[src/rtl/fifo_rr_arbiter.sv]
// Round-robin read arbiter: shares one downstream serializer port between
// NUM_REQ ingress frame FIFOs. One FIFO is granted at a time and read in a
// burst of single-cycle rd_en pulses (at most one frame every two cycles).
// A burst ends on a last-of-packet frame, on the burst limit, when the FIFO
// runs empty, or when the serializer stays busy for STALL_MAX cycles.
//
// Handshake: a frame transfers in exactly the cycle rd_en[grant_id] is high.
// rd_en is raised only when the granted FIFO is not empty (its valid) and
// sw_busy is low (downstream ready); nothing else is qualified by it.
module fifo_rr_arbiter #(
  parameter int NUM_REQ   = 5,
  parameter int IDX_W     = 3,
  parameter int MAX_BURST = 4,
  parameter int CNT_W     = 3,
  parameter int STALL_MAX = 15
) (
  input  logic               clk,
  input  logic               rst,
  input  logic [NUM_REQ-1:0] empty,
  input  logic [NUM_REQ-1:0] last,
  input  logic               sw_busy,
  output logic [NUM_REQ-1:0] rd_en,
  output logic               grant_vld,
  output logic [IDX_W-1:0]   grant_id,
  output logic [CNT_W-1:0]   burst_cnt,
  output logic               rel_pulse,
  output logic [1:0]         fsm_state
);

  typedef enum logic [1:0] {
    IDLE = 2'd0,
    ARB  = 2'd1,
    READ = 2'd2,
    GAP  = 2'd3
  } state_t;

  state_t             state_q;
  state_t             state_d;
  logic [IDX_W-1:0]   ptr_q;
  logic [7:0]         stall_q;
  logic               last_q;

  // Decoded control from the next-state logic
  logic               do_grant;
  logic               do_pulse;
  logic               do_stall;
  logic               do_release;

  // Round-robin search result
  logic               found;
  logic [IDX_W-1:0]   pick;

  // Head-of-FIFO flags of the currently granted requester
  logic               gnt_empty;
  logic               gnt_last;

  assign gnt_empty = empty[grant_id];
  assign gnt_last  = last[grant_id];
  assign fsm_state = state_q;

  // Search ptr+1, ptr+2, ... (mod NUM_REQ) for the first non-empty FIFO,
  // so the most recently granted FIFO is always considered last.
  always_comb begin
    found = 1'b0;
    pick  = '0;
    for (int k = 1; k <= NUM_REQ; k++) begin
      int j;
      j = (int'(ptr_q) + k) % NUM_REQ;
      if (!found && !empty[j]) begin
        found = 1'b1;
        pick  = IDX_W'(j);
      end
    end
  end

  // State register
  always_ff @(posedge clk or posedge rst) begin
    if (rst) begin
      state_q <= IDLE;
    end else begin
      state_q <= state_d;
    end
  end

  // Next-state and control decode
  always_comb begin
    state_d    = state_q;
    do_grant   = 1'b0;
    do_pulse   = 1'b0;
    do_stall   = 1'b0;
    do_release = 1'b0;
    case (state_q)
      IDLE: begin
        if ((|(~empty)) && !sw_busy) begin
          state_d = ARB;
        end
      end
      ARB: begin
        // Requests may have drained since IDLE saw them; then back off quietly.
        if (found) begin
          do_grant = 1'b1;
          state_d  = READ;
        end else begin
          state_d  = IDLE;
        end
      end
      READ: begin
        if (!sw_busy) begin
          if (!gnt_empty) begin
            do_pulse = 1'b1;
            state_d  = GAP;
          end else begin
            do_release = 1'b1;
            state_d    = IDLE;
          end
        end else if (stall_q == 8'(STALL_MAX - 1)) begin
          // This busy cycle is the STALL_MAX-th in a row: give up the grant.
          do_release = 1'b1;
          state_d    = IDLE;
        end else begin
          do_stall = 1'b1;
        end
      end
      GAP: begin
        // empty has settled after the previous read; any reason ends the burst once.
        if (last_q || (burst_cnt == CNT_W'(MAX_BURST)) || gnt_empty) begin
          do_release = 1'b1;
          state_d    = IDLE;
        end else begin
          state_d    = READ;
        end
      end
      default: begin
        state_d = IDLE;
      end
    endcase
  end

  // Read pulse to the granted FIFO only, in the transfer cycle
  always_comb begin
    rd_en = '0;
    if (do_pulse) begin
      rd_en[grant_id] = 1'b1;
    end
  end

  // Grant, burst and stall bookkeeping
  always_ff @(posedge clk or posedge rst) begin
    if (rst) begin
      ptr_q     <= IDX_W'(NUM_REQ - 1);
      grant_vld <= 1'b0;
      grant_id  <= '0;
      burst_cnt <= '0;
      rel_pulse <= 1'b0;
      stall_q   <= '0;
      last_q    <= 1'b0;
    end else begin
      rel_pulse <= do_release;
      if (do_grant) begin
        grant_id  <= pick;
        grant_vld <= 1'b1;
        burst_cnt <= '0;
        stall_q   <= '0;
        last_q    <= 1'b0;
      end
      if (do_pulse) begin
        burst_cnt <= burst_cnt + CNT_W'(1);
        last_q    <= gnt_last;
        stall_q   <= '0;
      end
      if (do_stall) begin
        stall_q <= stall_q + 8'd1;
      end
      if (do_release) begin
        // burst_cnt is left alone so the finished burst length stays visible.
        ptr_q     <= grant_id;
        grant_vld <= 1'b0;
        stall_q   <= '0;
      end
    end
  end

endmodule

[config.mk]
export PLATFORM = sky130hd
export DESIGN_NAME = fifo_rr_arbiter
export DESIGN_NICKNAME = d
export VERILOG_FILES = /design/src/rtl/fifo_rr_arbiter.sv
export SDC_FILE = /design/constraint.sdc
export NUM_CORES = 1
export LEC_CHECK = 0
export CAP_MARGIN = 20
export CORE_MARGIN = 2
export CORE_UTILIZATION = 60
export DETAILED_ROUTE_END_ITERATION = 6
export GPL_TIMING_DRIVEN = 0
export HOLD_SLACK_MARGIN = 0.05
export PLACE_DENSITY = 0.87
export SYNTH_ARGS = -nofsm -noshare
export SYNTH_HDL_FRONTEND = slang
export SYNTH_SLANG_ARGS = --single-unit
[constraint.sdc]
create_clock -name clk -period 5.6 [get_ports clk]
set_input_delay 1.12 -clock clk [delete_from_list [all_inputs] [get_ports clk]]
set_output_delay 1.12 -clock clk [all_outputs]
set_load 0.01 [all_outputs]
==> reports/metrics.cfg, run 1 <==
[run_status]
status=completed

[yosys]
synth_async_sr_flop_share_pct=100
syn-instance-count=409
synth_top_area_share_pct=16.6
syn_nets=450
ys_ff_latch=22
yosysUniqueCellTypes=75
ys_seq_area_share_pct=17.4
synthTopCellsByArea=dfrtp_1 (17%), ha_1 (11%), mux2i_1 (4.7%)
yosysTopAreaCell=dfrtp_1
yosys_warnings=0
syn_area_per_cell_um2=7.73
synth-edff-count=0
ys.flop_type=dfrtp_1
synth_area_mm2=0.00316

[die]
dieHeight_um=76.6
die_w_um=76.6
start_util_pct=61.9
core_area_mm2=0.00511
dieArea_mm2=0.00587
pin_count=28
rows=26

[clock_network]
cts_setup_buffers=0
cts_tree=yes
clkLatencyLatePin_ns=0.26
path_clk_slew_ns=0.08
cts.sinks=22
cts_buffers=3
cts_root_buffer=clkbuf_8
clockBufferDepth=2
h-tree-depth=1

[min_path]
hold_path_depth=2
hold_path.class=flop to flop

[global_routing]
antenna_found_initial=0
track_usage_pct=29.3
grt_overflow_total=0
grt_pass1_vias=3276
grt_max_degree=23
grt_pass1_wl_mm=14.5

[setup_path]
worst_ep_arrival_time_ns=5.33
path_max_fanout=13
ff2ff_path_depth=19
cp-start-kind=flop
crit_path_end_kind=flop
criticalPathCategory=flop to flop
worstPathRequired_ns=5.76

[sta]
period_minus_slack_ns=5.16
timing.hold.ws_ns=0.520
skew_ns=0.00118
tightestPinTransition_ns=0.848
finalSetupViolations=0
fin_crit_sh_pct=92.2
fmax_mhz=194
drv_slew=0
final_hold_viol_count=0
relSlewSlack_pct=43.4
rsz0062_at_grt=no

[job]
maxCapViolCount=0

[final_layout]
syn2layout_area_growth_pct=12.4
fill_cells=428
seqCellArea_um2=553
drive_gt1_share_pct=9.38
antennaDiodeCount=0
multi_input_area_mm2=0.00240
fin_nets=479

[drt]
drt_iter0_drc=223
vias=3321
first_pass_iters=5
post_drt_via_cell_ratio=6.55
drc=0
routedWlPerCell_um=16.6
wl_mm=8.44
antenna_left=0

[place]
hpwl_mm=6.43
numPortBuffers=24
globalplace.congestion=0.923

[flip-flops by register name (all words and copies together) (netlist names)]
register,cells
rel_pulse,1
burst_cnt,3
grant_id,3
last_q,1
stall_q,8
ptr_q,3
grant_vld,1
fsm_state,2
[cells in the mapped netlist, drive strengths merged (3+ instances only)]
master,instances
inv,27
a211o,8
mux2i,16
a211oi,6
ha,28
o22ai,4
a21oi,19
o311a,3
nor3,10
xnor2,6
dfrtp,21
o211ai,4
mux4,4
a31oi,9
or3,3
nand4,6
and2,5
nor2b,11
clkbuf,17
a2111oi,3
buf,9
nand2b,7
nor2,28
o21a,3
nand4b,3
o31ai,3
and3,9
mux2,5
a21o,4
nor3b,5
a22oi,4
nand3,14
o21ai,24
nand2,39
or2,6
[cell type report]
cell class,count,share of cell area (%)
sequential,22,15.6
tap,70,2.46
multi-input combinational,334,67.5
clock buffer,4,1.55
timing repair buffer,24,6.76
inverter,27,2.85
buffer,26,3.34
[critical path, cell delays in order (launching register included)]
cell,delay [ns]
dfrtp_2,0.50
buf_2,0.30
inv_1,0.13
clkbuf_2,0.27
ha_1,0.42
ha_1,0.21
nor2_1,0.09
a211o_1,0.31
and2_1,0.21
ha_1,0.25
nor2b_1,0.16
a2111oi_1,0.41
or3_1,0.24
mux2i_1,0.25
a21boi_1,0.13
nor3b_2,0.34
a41oi_2,0.23
buf_6,0.21
or2_1,0.25
a21o_1,0.16
[metrics by stage]
| stage | utilization, % | std cells | setup WS, ns | setup TNS (ns) | instance area [um2] |
|---|---|---|---|---|---|
| 6_report | 69.6 | 507 | 0.437 | 0 | 3560 |
| 2_1_floorplan | - | 409 | 1.05 | 0 | 3160 |
| 3_3_place_gp | 68.3 | 503 | 0.00955 | 0 | 3490 |
| 4_1_cts | 69.5 | 507 | 0.0748 | 0 | 3550 |
| 3_5_place_dp | 68.3 | 503 | -0.0730 | -0.0785 | 3490 |
| 5_1_grt | 69.6 | 507 | 0.0790 | 0 | 3560 |
[logic make-up after synthesis]
family / after synthesis / synth area share, %
fa+ha+maj: 28 / 11.1
mux: 25 / 10.2
compound gates: 121 / 27.3
xor+xnor: 8 / 2.45
buf+inv: 53 / 6.88
flops: 22 / 17.4
simple gates: 152 / 24.6
[layer usage]
layer / part of all wire [%] / routed length, um / track usage (%)
met1: 42 / 3580 / 35.7
met2: 48 / 4070 / 51.2
met3: 4.8 / 409 / 1.90
met4: 4.5 / 378 / 16.7
met5: 0 / 0 / 0
[what timing repair did]
action,CTS,global route
hold buffers,0,0
endpoints found under the setup margin,4,17
resized for setup,1,6
gates cloned,0,0
[path summary, 6_finish.rpt]
| path | start | endpoint | slack, ns |
|---|---|---|---|
| min in group asynchronous | rst | stall_q[3] | 1.32 |
| setup reg to reg | ptr_q[0] | fsm_state[1] | 0.44 |
| max in group asynchronous | rst | ptr_q[0] | 3.70 |
| setup / recovery | ptr_q[0] | fsm_state[1] | 0.44 |
| hold reg to reg | grant_vld | grant_vld | 0.52 |
| hold / removal | grant_vld | grant_vld | 0.52 |
[cells in the final DEF (no fill, tap or decap), types with 11 or more instances in the layout]
cell type / n
a21oi_1: 18
clkbuf_1: 15
clkdlybuf4s50_1: 24
dfrtp_1: 20
ha_1: 28
inv_1: 26
mux2i_1: 15
nand2_1: 39
nand3_1: 14
nor2_1: 28
nor2b_1: 11
o21ai_0: 22
Power of run 1 is left out: the tool's default activity adds up to more than one toggle a clock period on the data nets, which glitch-free logic cannot reach.
==> run 2, diff against run 1 <==
--- a/config.mk
+++ b/config.mk
@@ -6,8 +6,9 @@
 export NUM_CORES = 1
 export LEC_CHECK = 0
 export CAP_MARGIN = 20
-export CORE_MARGIN = 2
+export CORE_MARGIN = 3
 export CORE_UTILIZATION = 60
+export CTS_BUF_LIST = sky130_fd_sc_hd__clkbuf_8 sky130_fd_sc_hd__clkbuf_16
 export DETAILED_ROUTE_END_ITERATION = 6
 export GPL_TIMING_DRIVEN = 0
 export HOLD_SLACK_MARGIN = 0.05
==> reports/metrics.cfg, run 2 (same netlist as run 1, synthesis figures left out) <==
[sta]
tightestPinTransition_ns=0.885  ; +0.0369 ns
finalSetupViolations=0  ; unchanged
fin_crit_sh_pct=93.5  ; +1.4 points
final_hold_viol_count=0  ; unchanged
skew_ns=0.0122  ; +0.0110 ns
fin_ws_ns=0.361  ; -0.0760 ns
fmax_mhz=191  ; -1.4%
rsz0062_at_grt=no
drv_slew=0  ; unchanged
relSlewSlack_pct=40.9  ; -2.5 points
finalSetupTns_ns=0  ; unchanged
period_minus_slack_ns=5.24  ; +0.0760 ns

[final_layout]
layout_common_cells=nand2_1 (39), nor2_1 (28), ha_1 (28)
fin_nets=478  ; -0.21%
antennaDiodeCount=0  ; unchanged
fill_cells=392  ; -8.4%
multi_input_area_mm2=0.00240  ; unchanged
regMostFlops=stall_q
seqCellArea_um2=553  ; unchanged
syn2layout_area_growth_pct=12.7
drive_gt1_share_pct=9.17  ; -0.21 points
final_cells=503  ; -0.79%
fin_util_pct=72.6  ; +2.9 points
largest_reg_flops=8  ; unchanged
final_common_cell=nand2_1

[clock_network]
cts_setup_buffers=0  ; unchanged
clockBufferDepth=2  ; unchanged
path_clk_slew_ns=0.09  ; about the same
cts_tree=yes
ctsHoldBuffers=0  ; unchanged
clkLatencyLatePin_ns=0.28  ; +0.02 ns
h-tree-depth=1  ; unchanged
cts.sinks=22  ; unchanged
cts_buffers=3  ; unchanged
cts_root_buffer=clkbuf_8

[global_routing]
track_usage_pct=29.0  ; -0.31 points
antenna_found_initial=0  ; unchanged
grt_max_degree=23  ; unchanged
grt_pass1_wl_mm=14.6  ; +0.71%
grt_overflow_total=0  ; unchanged
grt_pass1_vias=3137  ; -4.2%

[die]
start_util_pct=64.4  ; +2.5 points
rows=25  ; -3.8%
core_area_mm2=0.00491  ; -3.8%
dieHeight_um=78.6  ; +2.6%
pin_count=28  ; unchanged
die_w_um=78.6  ; +2.6%
dieArea_mm2=0.00618  ; +5.3%

[drt]
drc=0  ; unchanged
wl_mm=8.85  ; +4.8%
routedWlPerCell_um=17.6  ; +5.7%
vias=3330  ; +0.27%
first_pass_iters=5  ; unchanged
post_drt_via_cell_ratio=6.62  ; +1.1%
drt_iter0_drc=409  ; +83%
antenna_left=0  ; unchanged

[setup_path]
worstPathRequired_ns=5.78  ; +0.02 ns
criticalPathCategory=flop to flop
crit_path_end_kind=flop
path_max_fanout=16  ; +3
cp-start-kind=flop
cp.depth=18  ; -1
cpLargestDelayFamily=buffers and inverters
worst_ep_arrival_time_ns=5.42  ; +0.09 ns
critPathSlowestCell=dfrtp_2
cpPeakStageDelay_ns=0.51  ; about the same
crit_chain=buf_2 -> inv_1 -> ha_1 -> buf_2 -> clkbuf_2 -> a22oi_1 -> and2_1 -> ha_1 -> nor2b_1 -> a2111oi_1 -> or3_1 -> mux2i_1 -> a21boi_1 -> nor3b_2 -> a41oi_2 -> buf_6 -> or2_1 -> a21o_1
cp_num_buf_inv=5  ; +1
ff2ff_path_depth=18  ; -1

[run_status]
status=completed

[place]
place_ws_ns=-0.162  ; -0.0887 ns
hpwl_mm=6.53  ; +1.5%
dp_cells=500  ; -0.60%
numPortBuffers=24  ; unchanged
globalplace.congestion=0.914  ; -1.0%

[job]
maxCapViolCount=0  ; unchanged

[min_path]
hold_path_depth=2  ; unchanged
hold_path.class=flop to flop

run 2: cell count changes in the layout (fill, tap and decap cells not counted):
cell       previous run  this run
clkbuf_8              4         3
clkbuf_2              2         1
bufinv_16             0         1
run 2: path summary, 6_finish.rpt:
kind                            from            to  slack [ns]
setup reg to reg            ptr_q[0]  fsm_state[1]        0.36
hold reg to reg            grant_vld     grant_vld        0.51
setup / recovery            ptr_q[0]  fsm_state[1]        0.36
max in group asynchronous        rst      ptr_q[0]        3.67
hold / removal             grant_vld     grant_vld        0.51
min in group asynchronous        rst    stall_q[7]        1.33
run 2: layer usage:
metal | vias to the layer above | part of all wire (%) | GRT usage, %
met2 | 168 | 48 | 51.3
met1 | 1563 | 43 | 36.3
met3 | 37 | 6.3 | 3.90
li1 | 1562 | - | -
met5 | - | 0 | 0
met4 | 0 | 2.8 | 9.27
run 2: repair_timing:
item                                    4_1_cts  5_1_grt
endpoints found under the hold margin         0        0
endpoints found under the setup margin       12       17
gates resized for setup                       2        3
run 2: worst min-delay path, cell delays in order (launching register included):
cell     delay [ns]
dfrtp_1        0.36
nor2_1         0.05
nor2_1         0.07
run 2: through the flow:
| stage | cell area (um2) | hold WS (ns) |
|---|---|---|
| finish | 3560 | 0.515 |
| global route | 3560 | 0.564 |
| CTS | 3560 | 0.518 |
| detailed placement | 3490 | 0.492 |
| global placement | 3490 | 0.484 |
| floorplan | 3160 | 0.484 |
run 2: cell type report:
class                   instances  share of cell area [%]
plain buffers                  25                    3.20
clock buffers                   3                    1.16
clock inverters                 1                   0.843
inverters                      27                    2.84
multi-input cells             334                    67.3
flip-flops and latches         22                    15.5
well taps                      67                    2.35
repair buffers                 24                    6.74
Power of run 2 is left out for the same reason.
==> run 3, diff against run 2 <==
--- a/config.mk
+++ b/config.mk
@@ -9,6 +9,7 @@
 export CORE_MARGIN = 3
 export CORE_UTILIZATION = 60
 export CTS_BUF_LIST = sky130_fd_sc_hd__clkbuf_8 sky130_fd_sc_hd__clkbuf_16
+export CTS_CLUSTER_DIAMETER = 200
 export DETAILED_ROUTE_END_ITERATION = 6
 export GPL_TIMING_DRIVEN = 0
 export HOLD_SLACK_MARGIN = 0.05
==> results of run 3 <==
No change in the layout: final DEF, timing and power equal those of run 2.
Power of run 3 is left out for the same reason.
